## src/rtl/fetch_queue_pkg.sv

```systemverilog
// Shared fetch-unit types: queue entry layout and default geometry.
package FetchUnitTypes;

  localparam int FETCH_QUEUE_DEPTH = 8;
  localparam int FETCH_QUEUE_INDEX = $clog2(FETCH_QUEUE_DEPTH);

  localparam int FQ_PC_WIDTH   = 32;
  localparam int FQ_INSN_WIDTH = 32;
  localparam int FQ_HIST_WIDTH = 10;

  typedef struct packed {
    logic [FQ_PC_WIDTH-1:0]   pc;
    logic [FQ_INSN_WIDTH-1:0] insn;
    logic                     br_pred_taken;
    logic [FQ_HIST_WIDTH-1:0] br_hist;
  } FetchQueueEntry;

endpackage

```

## src/rtl/fetch_queue_ctrl.sv

```systemverilog
// Head/tail pointers and occupancy for the fetch queue circular buffer.
module fetch_queue_ctrl
  import FetchUnitTypes::*;
#(
  parameter int FETCH_WIDTH = 2,
  parameter int OUT_WIDTH   = 2,
  parameter int DEPTH       = FETCH_QUEUE_DEPTH,
  localparam int IDX_W      = $clog2(DEPTH),
  localparam int CNT_W      = $clog2(DEPTH + 1),
  localparam int POP_W      = $clog2(OUT_WIDTH + 1)
) (
  input  logic                   clk,
  input  logic                   rst,
  input  logic                   flush,
  input  logic [FETCH_WIDTH-1:0] in_valid,
  input  logic [POP_W-1:0]       pop_count,
  output logic [IDX_W-1:0]       head,
  output logic [IDX_W-1:0]       tail,
  output logic [CNT_W-1:0]       count,
  output logic                   in_ready,
  output logic                   push_en
);

  logic [CNT_W-1:0] push_num;
  logic [CNT_W-1:0] pushed;
  logic [CNT_W-1:0] popped;
  logic [CNT_W-1:0] avail;
  logic [CNT_W-1:0] count_next;
  logic [IDX_W-1:0] head_next;
  logic [IDX_W-1:0] tail_next;

  // Readiness depends on registered occupancy only; a same-cycle pop never frees room.
  assign in_ready = (count <= CNT_W'(DEPTH - FETCH_WIDTH));
  assign push_en  = in_ready & in_valid[0];
  assign avail    = (count < CNT_W'(OUT_WIDTH)) ? count : CNT_W'(OUT_WIDTH);

  always_comb begin
    push_num = '0;
    for (int k = 0; k < FETCH_WIDTH; k++) begin
      push_num = push_num + CNT_W'(in_valid[k]);
    end
  end

  always_comb begin
    pushed     = push_en ? push_num : '0;
    popped     = (CNT_W'(pop_count) > avail) ? avail : CNT_W'(pop_count);
    count_next = count + pushed - popped;
    head_next  = head + IDX_W'(popped);
    tail_next  = tail + IDX_W'(pushed);
    if (flush) begin
      count_next = '0;
      head_next  = '0;
      tail_next  = '0;
    end
  end

  always_ff @(posedge clk or negedge rst) begin
    if (!rst) begin
      head  <= '0;
      tail  <= '0;
      count <= '0;
    end else begin
      head  <= head_next;
      tail  <= tail_next;
      count <= count_next;
    end
  end

  // Consumer must never pop more than the valid output lanes.
  always_ff @(posedge clk) begin
    if (rst && count != '0) begin
      assert (CNT_W'(pop_count) <= avail);
    end
  end

endmodule

```

## src/rtl/fetch_queue.sv

```systemverilog
// Multi-lane fetch queue: entry storage and lane muxing around fetch_queue_ctrl.
module fetch_queue
  import FetchUnitTypes::*;
#(
  parameter int FETCH_WIDTH = 2,
  parameter int OUT_WIDTH   = 2,
  parameter int DEPTH       = FETCH_QUEUE_DEPTH,
  parameter int PC_WIDTH    = FQ_PC_WIDTH,
  parameter int INSN_WIDTH  = FQ_INSN_WIDTH,
  parameter int HIST_WIDTH  = FQ_HIST_WIDTH,
  localparam int IDX_W      = $clog2(DEPTH),
  localparam int CNT_W      = $clog2(DEPTH + 1),
  localparam int POP_W      = $clog2(OUT_WIDTH + 1)
) (
  input  logic                              clk,
  input  logic                              rst,
  input  logic                              flush,
  input  logic [FETCH_WIDTH-1:0]            inValid,
  input  logic [FETCH_WIDTH*PC_WIDTH-1:0]   inPC,
  input  logic [FETCH_WIDTH*INSN_WIDTH-1:0] inInsn,
  input  logic [FETCH_WIDTH-1:0]            inBrPredTaken,
  input  logic [FETCH_WIDTH*HIST_WIDTH-1:0] inBrHist,
  output logic                              inReady,
  output logic [OUT_WIDTH-1:0]              outValid,
  output logic [OUT_WIDTH*PC_WIDTH-1:0]     outPC,
  output logic [OUT_WIDTH*INSN_WIDTH-1:0]   outInsn,
  output logic [OUT_WIDTH-1:0]              outBrPredTaken,
  output logic [OUT_WIDTH*HIST_WIDTH-1:0]   outBrHist,
  input  logic [POP_W-1:0]                  popCount,
  output logic [CNT_W-1:0]                  count
);

  typedef struct packed {
    logic [PC_WIDTH-1:0]   pc;
    logic [INSN_WIDTH-1:0] insn;
    logic                  br_pred_taken;
    logic [HIST_WIDTH-1:0] br_hist;
  } entry_t;

  entry_t           mem [DEPTH];
  entry_t           wr_entry [FETCH_WIDTH];
  logic [IDX_W-1:0] wr_addr [FETCH_WIDTH];
  logic [IDX_W-1:0] head;
  logic [IDX_W-1:0] tail;
  logic             push_en;

  fetch_queue_ctrl #(
    .FETCH_WIDTH (FETCH_WIDTH),
    .OUT_WIDTH   (OUT_WIDTH),
    .DEPTH       (DEPTH)
  ) u_ctrl (
    .clk       (clk),
    .rst       (rst),
    .flush     (flush),
    .in_valid  (inValid),
    .pop_count (popCount),
    .head      (head),
    .tail      (tail),
    .count     (count),
    .in_ready  (inReady),
    .push_en   (push_en)
  );

  for (genvar gi = 0; gi < FETCH_WIDTH; gi++) begin : g_wr
    assign wr_addr[gi]  = tail + IDX_W'(gi);
    assign wr_entry[gi] = '{pc:            inPC[gi*PC_WIDTH +: PC_WIDTH],
                            insn:          inInsn[gi*INSN_WIDTH +: INSN_WIDTH],
                            br_pred_taken: inBrPredTaken[gi],
                            br_hist:       inBrHist[gi*HIST_WIDTH +: HIST_WIDTH]};
  end

  // Storage is not reset; a write during flush lands in space that flush invalidates.
  always_ff @(posedge clk) begin
    if (push_en) begin
      for (int k = 0; k < FETCH_WIDTH; k++) begin
        if (inValid[k]) mem[wr_addr[k]] <= wr_entry[k];
      end
    end
  end

  for (genvar gi = 0; gi < OUT_WIDTH; gi++) begin : g_rd
    logic [IDX_W-1:0] rd_addr;
    entry_t           rd_entry;
    assign rd_addr                                 = head + IDX_W'(gi);
    assign rd_entry                                = mem[rd_addr];
    assign outValid[gi]                            = (count > CNT_W'(gi));
    assign outPC[gi*PC_WIDTH +: PC_WIDTH]          = rd_entry.pc;
    assign outInsn[gi*INSN_WIDTH +: INSN_WIDTH]    = rd_entry.insn;
    assign outBrPredTaken[gi]                      = rd_entry.br_pred_taken;
    assign outBrHist[gi*HIST_WIDTH +: HIST_WIDTH]  = rd_entry.br_hist;
  end

  // Push lanes must be packed from lane 0 (valid mask of the form 2^n-1).
  always_ff @(posedge clk) begin
    if (rst) begin
      assert ((inValid & (inValid + FETCH_WIDTH'(1))) == '0);
    end
  end

endmodule

```

## config.mk

```make
export PLATFORM = sky130hd
export DESIGN_NAME = fetch_queue
export DESIGN_NICKNAME = d
export VERILOG_FILES = /design/src/rtl/fetch_queue_pkg.sv /design/src/rtl/fetch_queue_ctrl.sv /design/src/rtl/fetch_queue.sv
export SDC_FILE = /design/constraint.sdc
export NUM_CORES = 1
export LEC_CHECK = 0
export CAP_MARGIN = 0
export CORE_AREA = 2 2 245 247
export DETAILED_ROUTE_END_ITERATION = 12
export DIE_AREA = 0 0 247 249
export PLACE_DENSITY = 0.9
export RECOVER_POWER = 50
export SYNTH_ARGS = -nofsm -noshare
export SYNTH_HDL_FRONTEND = slang
export SYNTH_SLANG_ARGS = --single-unit
```

## constraint.sdc

```tcl
create_clock -name clk -period 15.6 [get_ports clk]
set_input_delay 3.12 -clock clk [delete_from_list [all_inputs] [get_ports clk]]
set_output_delay 3.12 -clock clk [all_outputs]
set_load 0.01 [all_outputs]
```

# == Yosys cells after proc, flatten, opt, wreduce, memory -nomap -nowiden ==
# Memories as Yosys holds them, arrays and structs flattened.
# Cells that the tools add are included.
# totals
ff_bits,10
mem_bits_rw,600
inputBits,157
out_inout_bits,157
elab_cells,29
n_memories,1
# mem_list
memory,words,word_bits,rd,rd_ports_with_merged_regs,write_ports,line_no,source
mem,8,75,2,0,2,fetch_queue.sv:40,entry_t mem [DEPTH];
# op_classes
add_sub_neg,7
magnitude_cmp,5
muxes,12
bitwise,1
# op_table
cell,n
4-bit two-way mux,4
"4-bit by 1-bit greater-than comparator with 1-bit output, second input constant",2
"3-bit by 1-bit adder with 3-bit output, second input constant",2
3-bit adder,2
1-bit two-way mux,6
3-bit two-way mux,2
4-bit adder,1
2-bit by 4-bit greater-than comparator with 1-bit output,1
"4-bit by 3-bit <= comparator with 1-bit output, second input constant",1
"4-bit by 2-bit < comparator with 1-bit output, second input constant",1
4-bit subtractor,1
1-bit by 1-bit adder with 2-bit output,1
1-bit bitwise AND,1

# == Longest topological paths before layout ==
# Gate-level depths: netlist of the first run.
# depth
word_depth,6
mapped_depth,17
mapped_depth_nobuf,17

# == By module ==
# Synthesis of the first run repeated with hierarchy kept, for this count alone.
# hier_totals
hier_cells,2428
hier_area_um2,36150.9
# modules_own_cells
module,instances,cells_each,area_per_inst_um2,seq_area_each_um2
fetch_queue,1,2357,35388.9,18017.3
fetch_queue_ctrl,1,71,762.0,250.2

# == Least setup slack after synthesis of the first run ==
# No wires, ideal clock.
# synth_timing
path_kind,input to register
startpoint,input inValid[1]
endpoint,memory mem[7][0] in the netlist's numbering (enable)
setup_ns,0.533
t_arrival_ns,7.148
required_ns,15.067
path_slack_ns,7.919
stages,3
path_buffers,0
path_cell_list,nand2_1 > or3_1 > a21oi_1
# synth_lines
element,line_no,source
"start, declared",fetch_queue.sv:18,"input logic [FETCH_WIDTH-1:0] inValid,"
"end, declared",fetch_queue.sv:40,

# == Worst setup path in the final report of the first run ==
# layout_timing
startpoint,register u_ctrl.head[0]
endpoint,output outPC[54]
# layout_via
elab_chain_cells,2
# layout_rtl
element,line_no,source
"start, declared",fetch_queue_ctrl.sv:17,"output logic [IDX_W-1:0] head,"
"start signal, assigned",fetch_queue_ctrl.sv:63,head <= head_next;
3-bit by 1-bit adder with 3-bit output,fetch_queue.sv:84,assign rd_addr = head + IDX_W'(gi);
memory read 8 x 75 bit,n/a,
"end, declared",fetch_queue.sv:25,"output logic [OUT_WIDTH*PC_WIDTH-1:0] outPC,"
# No other way between the ends.

==> results of run 1 <==
## registers in the layout (all words and copies together), names as in the netlist
signal,flops
u_ctrl.head,3
mem,600
u_ctrl.count,4
u_ctrl.tail,3
## worst reg2reg max path, cell delays in order, from the launching register on
cell      delay [ps]
dfrtp_1          780
ha_1             350
xnor2_2          170
nor2_1           130
nand3b_1         140
clkbuf_1        3240
mux2_2           590
## routing by layer
layer / track usage [%] / share of wire (%) / vias up
met5: 0 / 0.087 / -
met4: 10.64 / 3.0 / 12
met3: 6.173 / 9.2 / 200
met2: 49.76 / 50 / 1112
met1: 40.60 / 37 / 10900
li1: - / - / 8575
## cell usage in the layout (no fill, tap or decap), types with 5 or more instances in the layout
cell type,instances
mux2_2,711
edfxtp_1,600
clkdlybuf4s50_1,305
mux4_2,300
clkbuf_16,63
mux2_1,39
clkbuf_1,24
buf_4,22
clkinv_1,21
nor2_1,13
clkinv_2,13
diode_2,12
ha_1,12
inv_1,8
nor2b_1,8
dlygate4sd3_1,8
a21oi_1,7
dfrtp_1,7
nand3b_1,6
nand2_1,5
bufinv_16,5
## worst min path at each step
stage / startpoint / to / slack [ps] / cells after the start
3_3_place_gp: u_ctrl.tail[2] / u_ctrl.tail[2] / 770 / 2
5_1_grt: u_ctrl.tail[2] / u_ctrl.tail[2] / 840 / 2
2_1_floorplan: u_ctrl.head[0] / u_ctrl.head[0] / 610 / 2
4_1_cts: u_ctrl.tail[2] / u_ctrl.tail[2] / 810 / 2
3_5_place_dp: u_ctrl.tail[2] / u_ctrl.tail[2] / 780 / 2
6_report: u_ctrl.tail[2] / u_ctrl.tail[2] / 820 / 2
## final cells by class
type | count | area, µm² | area share, %
well taps | 773 | 967.2 | 2.383
multi-input cells | 1145 | 15990 | 39.39
clock inverters | 41 | 311.5 | 0.7675
flip-flops and latches | 610 | 18280 | 45.03
repair buffers | 351 | 3374 | 8.314
inverters | 8 | 30.03 | 0.07398
clock buffers | 72 | 1610 | 3.967
diodes | 12 | 30.03 | 0.07398
## cells by family after synthesis
| group | after synthesis | synth area share, % |
|---|---|---|
| adders and majority gates | 17 | 0.6909 |
| and+or+nand+nor | 53 | 0.8119 |
| xor gates and xnor gates | 7 | 0.1959 |
| DFF | 610 | 51.99 |
| muxes | 1051 | 43.30 |
| buffers and inverters | 161 | 2.721 |
| AOI/OAI and AO/OA | 17 | 0.2920 |
## power breakdown
group	switching, µW	internal, µW
clock	624	813
combinational	1500	1910
sequential	138	1970
total	2260	4690
## through the flow
| stage | total power [µW] | std cells | area (µm²) |
|---|---|---|---|
| floorplan | 4157 | 1916 | 35130 |
| global placement | 5440 | 2887 | 38740 |
| detailed placement | 5514 | 2887 | 38740 |
| CTS | 6952 | 3000 | 40660 |
| global route | 7185 | 3010 | 40590 |
| finish | 6949 | 3012 | 40590 |
==> reports/qor.txt, run 1 <==
Die Area - 61500 µm²
Antenna viol nets, final - 0
Post-CTS Setup Bufs - 0
Worst Setup EP - outPC[54]
Number of antenna violations at the first check in global routing - 17
Die X - 247 µm
Pleak - 0.01286 µW
Reg-to-Reg Start - u_ctrl.tail[0]
Fin util - 69.17%
Synth top area cells - edfxtp_1 51%, mux2_2 23%, mux4_2 19%, mux2_1 1.2%, buf_2 1.0%
Most frequent CP cell - buf_4
Synth cell count leaders - 713 x mux2_2, 600 x edfxtp_1, 300 x mux4_2
Post-route setup slack - 7330 ps
Crit path cell chain - ha_4, buf_4, buf_4, mux4_2, mux2_2, clkdlybuf4s50_1
Port bufs - 313
Crit. End Element - output pin
Worst r2r dst - mem[5][40]
Crit path DAT - 5150 ps
Worst setup SP type - flop
CP delay by family, top - buffers and inverters
Gate Count Post-Synth - 1916
Clock buffers created by TritonCTS - 61
Post-synthesis cell type count - 37
1st-iter DRT viols - 1976
CTS tree - built
Max Cap Viol - 19
Period utilisation layout - 53.02%
Post-layout min period - 8270 ps
Die height - 249 µm
Global router's overall resource usage - 30.36%
Pin count of the biggest net entering global routing - 141
Ys flop type - edfxtp_1
#FFs+latches synth - 610
Gpl congestion - 0.8225
Setup TNS Final - 0 ps
Power density cells - 171.2 nW/µm²
WL/cell - 30.82 µm
Avg Vias per Cell - 6.906
DR DRC count - 0
Final nets - 2351
Syn_nets - 2090
Worst clock skew - 16.51 ps
RSZ-0062 raised after global routing - no
Initial Utilization - 59.87%
CP max FO - 72
Critical Path Slowest Stage Cell - buf_4
Syn_area_per_cell - 18.34 µm²
Clock tree buffer depth - 3
Most frequent cell after synthesis - mux2_2
CP Class - reg -> out
Max Freq - 0.1209 GHz
Worst Setup SP - u_ctrl.head[0]
Fin. max-slew vios - 697
Total core area - 58690 µm²
First-pass GRT wire length - 138.7 mm
Status - finished with violations
Fill count - 3551
Seq/Total Area, Yosys - 51.99%
Layout cell share with drive strength beyond 1 - 50.70%
Async set or reset register ratio after synthesis - 1.639%
Crit path depth - 6
Clock slew seen by the registers of the worst setup and hold paths - 60 ps
Slack of the worst reg-to-reg path - 9930 ps
Final wirelength - 92.82 mm
Clock sinks - 610
Setup violators final - 0
Hold bufs inserted after CTS - 0
Slew @ Worst Pin - 4610 ps
Peak VDD IR - 176.3 µV
Clk Latency, worst-skew pair - 630 ps
Hold crit path type - reg -> reg
GRT Residual Overflow - 0
Reg2Reg Depth - 6
Synth warn - 0
Hold WS - 815.7 ps
CTS resizes - 0
DR pass1 iterations - 5
Worst path required time - 12480 ps
Vias - 20800
DPL Wire Length - 52.24 mm
Hold Fails Final Rpt - 0
Number of enable flip-flop cells after synthesis - 600
Vias in the first global route - 22240
Max-Slew Margin vs Limit - -207.3%
Std-Cell Rows - 89
Pre-CTS setup slack - 7950 ps
Post-synth top area share - 51.28%
H-tree depth - 2
Area growth syn-to-layout - 15.53%
Syn Std Cell Area - 35130 µm²
Failing checks - capacitance limit, slew limit
Synth area leader - edfxtp_1
IO Count - 314
WP buf/inv - 3
CTS root buf - clkbuf_16
Crit-path max cell delay - 970 ps
Note: power is estimated with default switching activity, not from simulation.
==> inputs of run 2 (changes only) <==
--- a/config.mk
+++ b/config.mk
@@ -6,10 +6,10 @@
 export NUM_CORES = 1
 export LEC_CHECK = 0
 export CAP_MARGIN = 0
-export CORE_AREA = 2 2 245 247
+export CORE_AREA = 2 2 261 263
 export DETAILED_ROUTE_END_ITERATION = 12
-export DIE_AREA = 0 0 247 249
-export PLACE_DENSITY = 0.9
+export DIE_AREA = 0 0 263 265
+export PLACE_DENSITY = 0.85
 export RECOVER_POWER = 50
 export SYNTH_ARGS = -nofsm -noshare
 export SYNTH_HDL_FRONTEND = slang
==> constraint.sdc (replaced) <==
create_clock -name clk -period 7.2 [get_ports clk]
set_input_delay 1.44 -clock clk [delete_from_list [all_inputs] [get_ports clk]]
set_output_delay 1.44 -clock clk [all_outputs]
set_load 0.01 [all_outputs]
==> reports/qor.txt, run 2 (synthesized netlist as in run 1, its figures left out) <==
Status - finished with violations (unchanged)
Failing checks - capacitance limit, slew limit (unchanged)
CP Class - in -> reg (was reg -> out)
Die Area - 69700 µm² (was 61500 µm²)
CP max FO - 51 (was 72)
Crit path DAT - 6430 ps (was 5150 ps)
DR pass1 iterations - 5 (unchanged)
First-pass GRT wire length - 141.2 mm (was 138.7 mm)
Layout cell share with drive strength beyond 1 - 51.20% (was 50.70%)
CTS tree - built (unchanged)
Pin count of the biggest net entering global routing - 118 (was 141)
Slew @ Worst Pin - 4450 ps (was 4610 ps)
Area growth syn-to-layout - 16.87% (was 15.53%)
RSZ-0062 raised after global routing - no (unchanged)
WL/cell - 30.59 µm (was 30.82 µm)
Fill count - 4695 (was 3551)
Hold crit path type - reg -> reg (unchanged)
Hold bufs inserted after CTS - 0 (unchanged)
Hold Fails Final Rpt - 0 (unchanged)
Vias - 20860 (was 20800)
WL met2 - 47.08 mm (was 46.64 mm)
Crit. End Element - flop (was output pin)
Met3 Wirelength - 8.592 mm (was 8.570 mm)
Vias in the first global route - 22160 (was 22240)
Clock slew seen by the registers of the worst setup and hold paths - 60 ps (about the same)
Worst setup SP type - input pin (was flop)
Max Freq - 0.1643 GHz
Final nets - 2361 (was 2351)
Initial Utilization - 52.60% (was 59.87%)
Hold WS - 840.5 ps (was 815.7 ps)
Final wirelength - 95.67 mm (was 92.82 mm)
Gpl congestion - 0.7811 (was 0.8225)
WL met1 - 37.43 mm (was 34.71 mm)
Peak VDD IR - 319.0 µV (was 176.3 µV)
CTS resizes - 0 (unchanged)
Commonest non-fill, non-tap cell in the layout - mux2_2 (unchanged)
Fin. max-slew vios - 728 (was 697)
Die height - 265 µm (was 249 µm)
Pleak - 0.01302 µW (was 0.01286 µW)
Post-route setup slack - 1115 ps (was 7330 ps)
H-tree depth - 3 (was 2)
Die X - 263 µm (was 247 µm)
Largest register FFs - 600 (unchanged)
Clock buffers created by TritonCTS - 68 (was 61)
Std-Cell Rows - 95 (was 89)
Top Layer Used - met5 (unchanged)
Post-layout min period - 6085 ps
Clock sinks - 610 (unchanged)
DPL Wire Length - 53.34 mm (was 52.24 mm)
Global router's overall resource usage - 27.27% (was 30.36%)
CTS root buf - clkbuf_16 (unchanged)
Antenna viol nets, final - 0 (unchanged)
Setup TNS Final - 0 ps (unchanged)
Max Cap Viol - 20 (was 19)
Setup violators final - 0 (unchanged)
Number of antenna violations at the first check in global routing - 22 (was 17)
GRT Residual Overflow - 0 (unchanged)
DR DRC count - 0 (unchanged)
Most frequent cells in the layout - 712 x mux2_2, 600 x edfxtp_1, 305 x clkdlybuf4s50_1 (was 711 x mux2_2, 600 x edfxtp_1, 305 x clkdlybuf4s50_1)
Pre-CTS setup slack - 2427 ps (was 7950 ps)
Worst path required time - 7540 ps (was 12480 ps)
Total core area - 66800 µm² (was 58690 µm²)
Port bufs - 313 (unchanged)
1st-iter DRT viols - 2200 (was 1976)
Worst clock skew - 31.49 ps (was 16.51 ps)
IO Count - 314 (unchanged)
Period utilisation layout - 84.52%
Max-Slew Margin vs Limit - -196.7% (was -207.3%)
Clock tree buffer depth - 3 (unchanged)
Clk Latency, worst-skew pair - 610 ps (was 630 ps)
Avg Vias per Cell - 6.669 (was 6.906)
Power density cells - 376.6 nW/µm² (was 171.2 nW/µm²)
Post-CTS Setup Bufs - 0 (unchanged)
run 2: changes by cell type in the layout (fill, tap and decap cells not counted), sizes merged:
cell	previous run	this run
clkinv	34	24
bufinv	5	7
clkinvlp	0	3
buf	23	28
diode	12	13
clkbuf	87	102
run 2: metal layers:
layer | up-vias | track usage [%]
met5 | - | 0
met4 | 20 | 9.452
met3 | 175 | 6.020
met2 | 1010 | 44.27
met1 | 11070 | 36.65
li1 | 8589 | -
run 2: critical path, cell delays in order:
cell	delay, ps
dlygate4sd3_1	580
o211a_1	330
and3_1	2830
buf_4	810
mux2_2	400
run 2: worst paths after layout:
path                                  endpoint  slack (ps)  cells after the start      startpoint
worst min-delay path            u_ctrl.tail[2]         840                      2  u_ctrl.tail[2]
min in group asynchronous       u_ctrl.tail[2]        1230                      1             rst
worst min register to register  u_ctrl.tail[2]         840                      2  u_ctrl.tail[2]
worst max-delay path                mem[6][50]        1110                      5      inValid[0]
max in group asynchronous       u_ctrl.head[0]        5550                      1             rst
worst max register to register      mem[6][50]        1560                      6  u_ctrl.tail[0]
run 2: power breakdown:
part	total [µW]	internal (µW)	switching, µW
logic	7440	4120	3320
clock network	3490	2050	1440
registers	4530	4280	243
run 2: layout make-up:
type | count | area (µm²) | area share [%]
clock buffer | 89 | 1823 | 4.440
antenna | 13 | 32.53 | 0.07922
inverter | 8 | 30.03 | 0.07313
tap | 873 | 1092 | 2.660
clock inverter | 36 | 399.1 | 0.9720
timing repair buffer | 354 | 3431 | 8.355
multi-input combinational | 1145 | 15980 | 38.91
sequential | 610 | 18280 | 44.51
run 2: through the flow:
| stage | cell area (µm²) | std cells | utilization, % | total power, µW |
|---|---|---|---|---|
| after floorplan | 35130 | 1916 | - | 9007 |
| after global placement | 38930 | 2990 | 58.27 | 11850 |
| after detailed placement | 38930 | 2990 | 58.27 | 11990 |
| after CTS | 41150 | 3115 | 61.60 | 15500 |
| after global routing | 41060 | 3126 | 61.46 | 16030 |
| final | 41060 | 3128 | 61.47 | 15470 |
==> inputs of run 3 (changes only) <==
--- a/config.mk
+++ b/config.mk
@@ -6,10 +6,10 @@
 export NUM_CORES = 1
 export LEC_CHECK = 0
 export CAP_MARGIN = 0
-export CORE_AREA = 2 2 261 263
+export CORE_AREA = 2 2 248 250
 export DETAILED_ROUTE_END_ITERATION = 12
-export DIE_AREA = 0 0 263 265
-export PLACE_DENSITY = 0.85
+export DIE_AREA = 0 0 250 252
+export PLACE_DENSITY = 0.89
 export RECOVER_POWER = 50
 export SYNTH_ARGS = -nofsm -noshare
 export SYNTH_HDL_FRONTEND = slang
==> constraint.sdc (replaced) <==
create_clock -name clk -period 6.1 [get_ports clk]
set_input_delay 1.22 -clock clk [delete_from_list [all_inputs] [get_ports clk]]
set_output_delay 1.22 -clock clk [all_outputs]
set_load 0.01 [all_outputs]
==> reports/qor.txt, run 3 (synthesized netlist as in run 1, its figures left out) <==
H-tree depth - 3 (unchanged)
Worst path required time - 6440 ps (was 7540 ps)
1st-iter DRT viols - 1897 (was 2200)
Failing checks - capacitance limit, slew limit (unchanged)
CTS root buf - clkbuf_16 (unchanged)
Largest register FFs - 600 (unchanged)
Fin. max-slew vios - 804 (was 728)
CP max FO - 47 (was 51)
Pin count of the biggest net entering global routing - 152 (was 118)
DR DRC count - 0 (unchanged)
CTS tree - built (unchanged)
Worst setup SP type - input pin (unchanged)
Clock slew seen by the registers of the worst setup and hold paths - 50 ps (was 60 ps)
Reg-to-Reg Start - u_ctrl.tail[0] (unchanged)
Worst r2r dst - mem[1][37] (was mem[6][50])
Post-CTS Setup Bufs - 0 (unchanged)
Crit-path max cell delay - 2810 ps (was 2830 ps)
Setup violators final - 0 (unchanged)
Clock buffers created by TritonCTS - 66 (was 68)
Clock sinks - 610 (unchanged)
Port bufs - 313 (unchanged)
Vias - 21040 (was 20860)
Reg2Reg Depth - 6 (unchanged)
Min-delay src - u_ctrl.tail[2] (unchanged)
Peak VDD IR - 381.4 µV (was 319.0 µV)
Crit path depth - 5 (unchanged)
Max-Slew Margin vs Limit - -174.5% (was -196.7%)
RSZ-0062 raised after global routing - no (unchanged)
Slew @ Worst Pin - 4117 ps (was 4450 ps)
Die height - 252 µm (was 265 µm)
Initial Utilization - 58.43% (was 52.60%)
Layout cell share with drive strength beyond 1 - 50.74% (was 51.20%)
Fin util - 67.78% (was 61.47%)
GRT Residual Overflow - 0 (unchanged)
Power density cells - 439.5 nW/µm² (was 376.6 nW/µm²)
IO Count - 314 (unchanged)
Status - finished with violations (unchanged)
Crit path DAT - 5700 ps (was 6430 ps)
Number of antenna violations at the first check in global routing - 22 (unchanged)
Pleak - 0.01292 µW (was 0.01302 µW)
Total core area - 60130 µm² (was 66800 µm²)
Post-layout min period - 5360 ps
Most frequent cells in the layout - 710 x mux2_2, 600 x edfxtp_1, 307 x clkdlybuf4s50_1 (was 712 x mux2_2, 600 x edfxtp_1, 305 x clkdlybuf4s50_1)
Period utilisation layout - 87.87%
Area growth syn-to-layout - 16.00% (was 16.87%)
First-pass GRT wire length - 139.9 mm (was 141.2 mm)
Max Freq - 0.1866 GHz
Slack of the worst reg-to-reg path - 930 ps (was 1560 ps)
Hold crit path type - reg -> reg (unchanged)
Gpl congestion - 0.8036 (was 0.7811)
Final nets - 2356 (was 2361)
Antenna viol nets, final - 0 (unchanged)
Clk Latency, worst-skew pair - 610 ps (about the same)
Hold bufs inserted after CTS - 0 (unchanged)
Global router's overall resource usage - 30.04% (was 27.27%)
CP Class - in -> reg (unchanged)
Worst clock skew - 25.45 ps (was 31.49 ps)
Std-Cell Rows - 90 (was 95)
Setup TNS Final - 0 ps (unchanged)
Avg Vias per Cell - 6.968 (was 6.669)
DR pass1 iterations - 5 (unchanged)
Final wirelength - 94.14 mm (was 95.67 mm)
Commonest non-fill, non-tap cell in the layout - mux2_2 (unchanged)
Crit. End Element - flop (unchanged)
Max Cap Viol - 21 (was 20)
CTS resizes - 0 (unchanged)
Clock tree buffer depth - 3 (unchanged)
Crit path cell chain - dlygate4sd3_1, o211a_1, and3_1, buf_12, mux2_2 (was dlygate4sd3_1, o211a_1, and3_1, buf_4, mux2_2)
WP buf/inv - 2 (unchanged)
CP delay by family, top - simple AND/OR/NAND/NOR gates (unchanged)
Die X - 250 µm (was 263 µm)
Critical Path Slowest Stage Cell - and3_1 (unchanged)
DPL Wire Length - 52.19 mm (was 53.34 mm)
Vias in the first global route - 22170 (was 22160)
Die Area - 63000 µm² (was 69700 µm²)
WL/cell - 31.17 µm (was 30.59 µm)
Worst Setup SP - inValid[0] (unchanged)
Worst Setup EP - mem[2][46] (was mem[6][50])
Hold Fails Final Rpt - 0 (unchanged)
run 3: cell types whose count changed in the layout (fill, tap and decap cells not counted), sizes merged:
cell	delta
buf	-4
bufinv	-4
clkbuf	-5
clkdlybuf4s50	+2
clkinv	-5
clkinvlp	-1
dlygate4sd3	-2
inv	+2
run 3: worst min-delay path by stage:
stage                endpoint  slack [ps]  cells after the start
5_1_grt        u_ctrl.tail[2]         840                      2
6_report       u_ctrl.tail[2]         810                      2
4_1_cts        u_ctrl.tail[2]         810                      2
2_1_floorplan  u_ctrl.head[0]         610                      2
3_3_place_gp   u_ctrl.tail[2]         770                      2
3_5_place_dp   u_ctrl.tail[2]         800                      2
run 3: final cells by class:
cell class / instances / area [µm²]
multi-input cells: 1145 / 15940
diodes: 13 / 32.53
clock inverters: 28 / 245.2
well taps: 782 / 978.4
repair buffers: 351 / 3521
clock buffers: 83 / 1737
fillers: 3867 / 19370
flip-flops and latches: 610 / 18280
inverters: 8 / 30.03
run 3: worst reg2reg max path, cell delays in order (launching register included):
cell and delay, ps:
dfrtp_1 780, ha_1 370, nand2b_1 180, nor2_1 220, mux2i_1 110, nor2_1 1030, clkbuf_2 2020
run 3: per-layer routing:
metal	global-route usage, %	routed length, µm	part of all wire [%]
met1	39.09	34890	37
met2	49.16	46910	50
met3	6.923	9061	9.6
met4	12.59	3108	3.3
met5	0	168	0.18
run 3: metrics by stage:
step	hold WS [ps]	cell area (µm²)	setup WS (ps)	total power [µW]	std cells
4_1_cts	814.4	40920	761.3	17990	3007
5_1_grt	840.4	40750	622.5	18540	3016
6_report	809.8	40760	740.2	17910	3020
3_5_place_dp	796.8	38940	1413	14170	2896
3_3_place_gp	768.4	38940	1461	14030	2896
2_1_floorplan	611.9	35130	319.3	10630	1916
run 3: report_power, final:
part / total (µW) / leakage [µW] / switching [µW] / internal, µW
registers: 5320 / 0.00558 / 282 / 5040
logic: 8810 / 0.00638 / 3910 / 4900
clock network: 3780 / 0.000962 / 1630 / 2150
total: 17900 / 0.0129 / 5830 / 12100
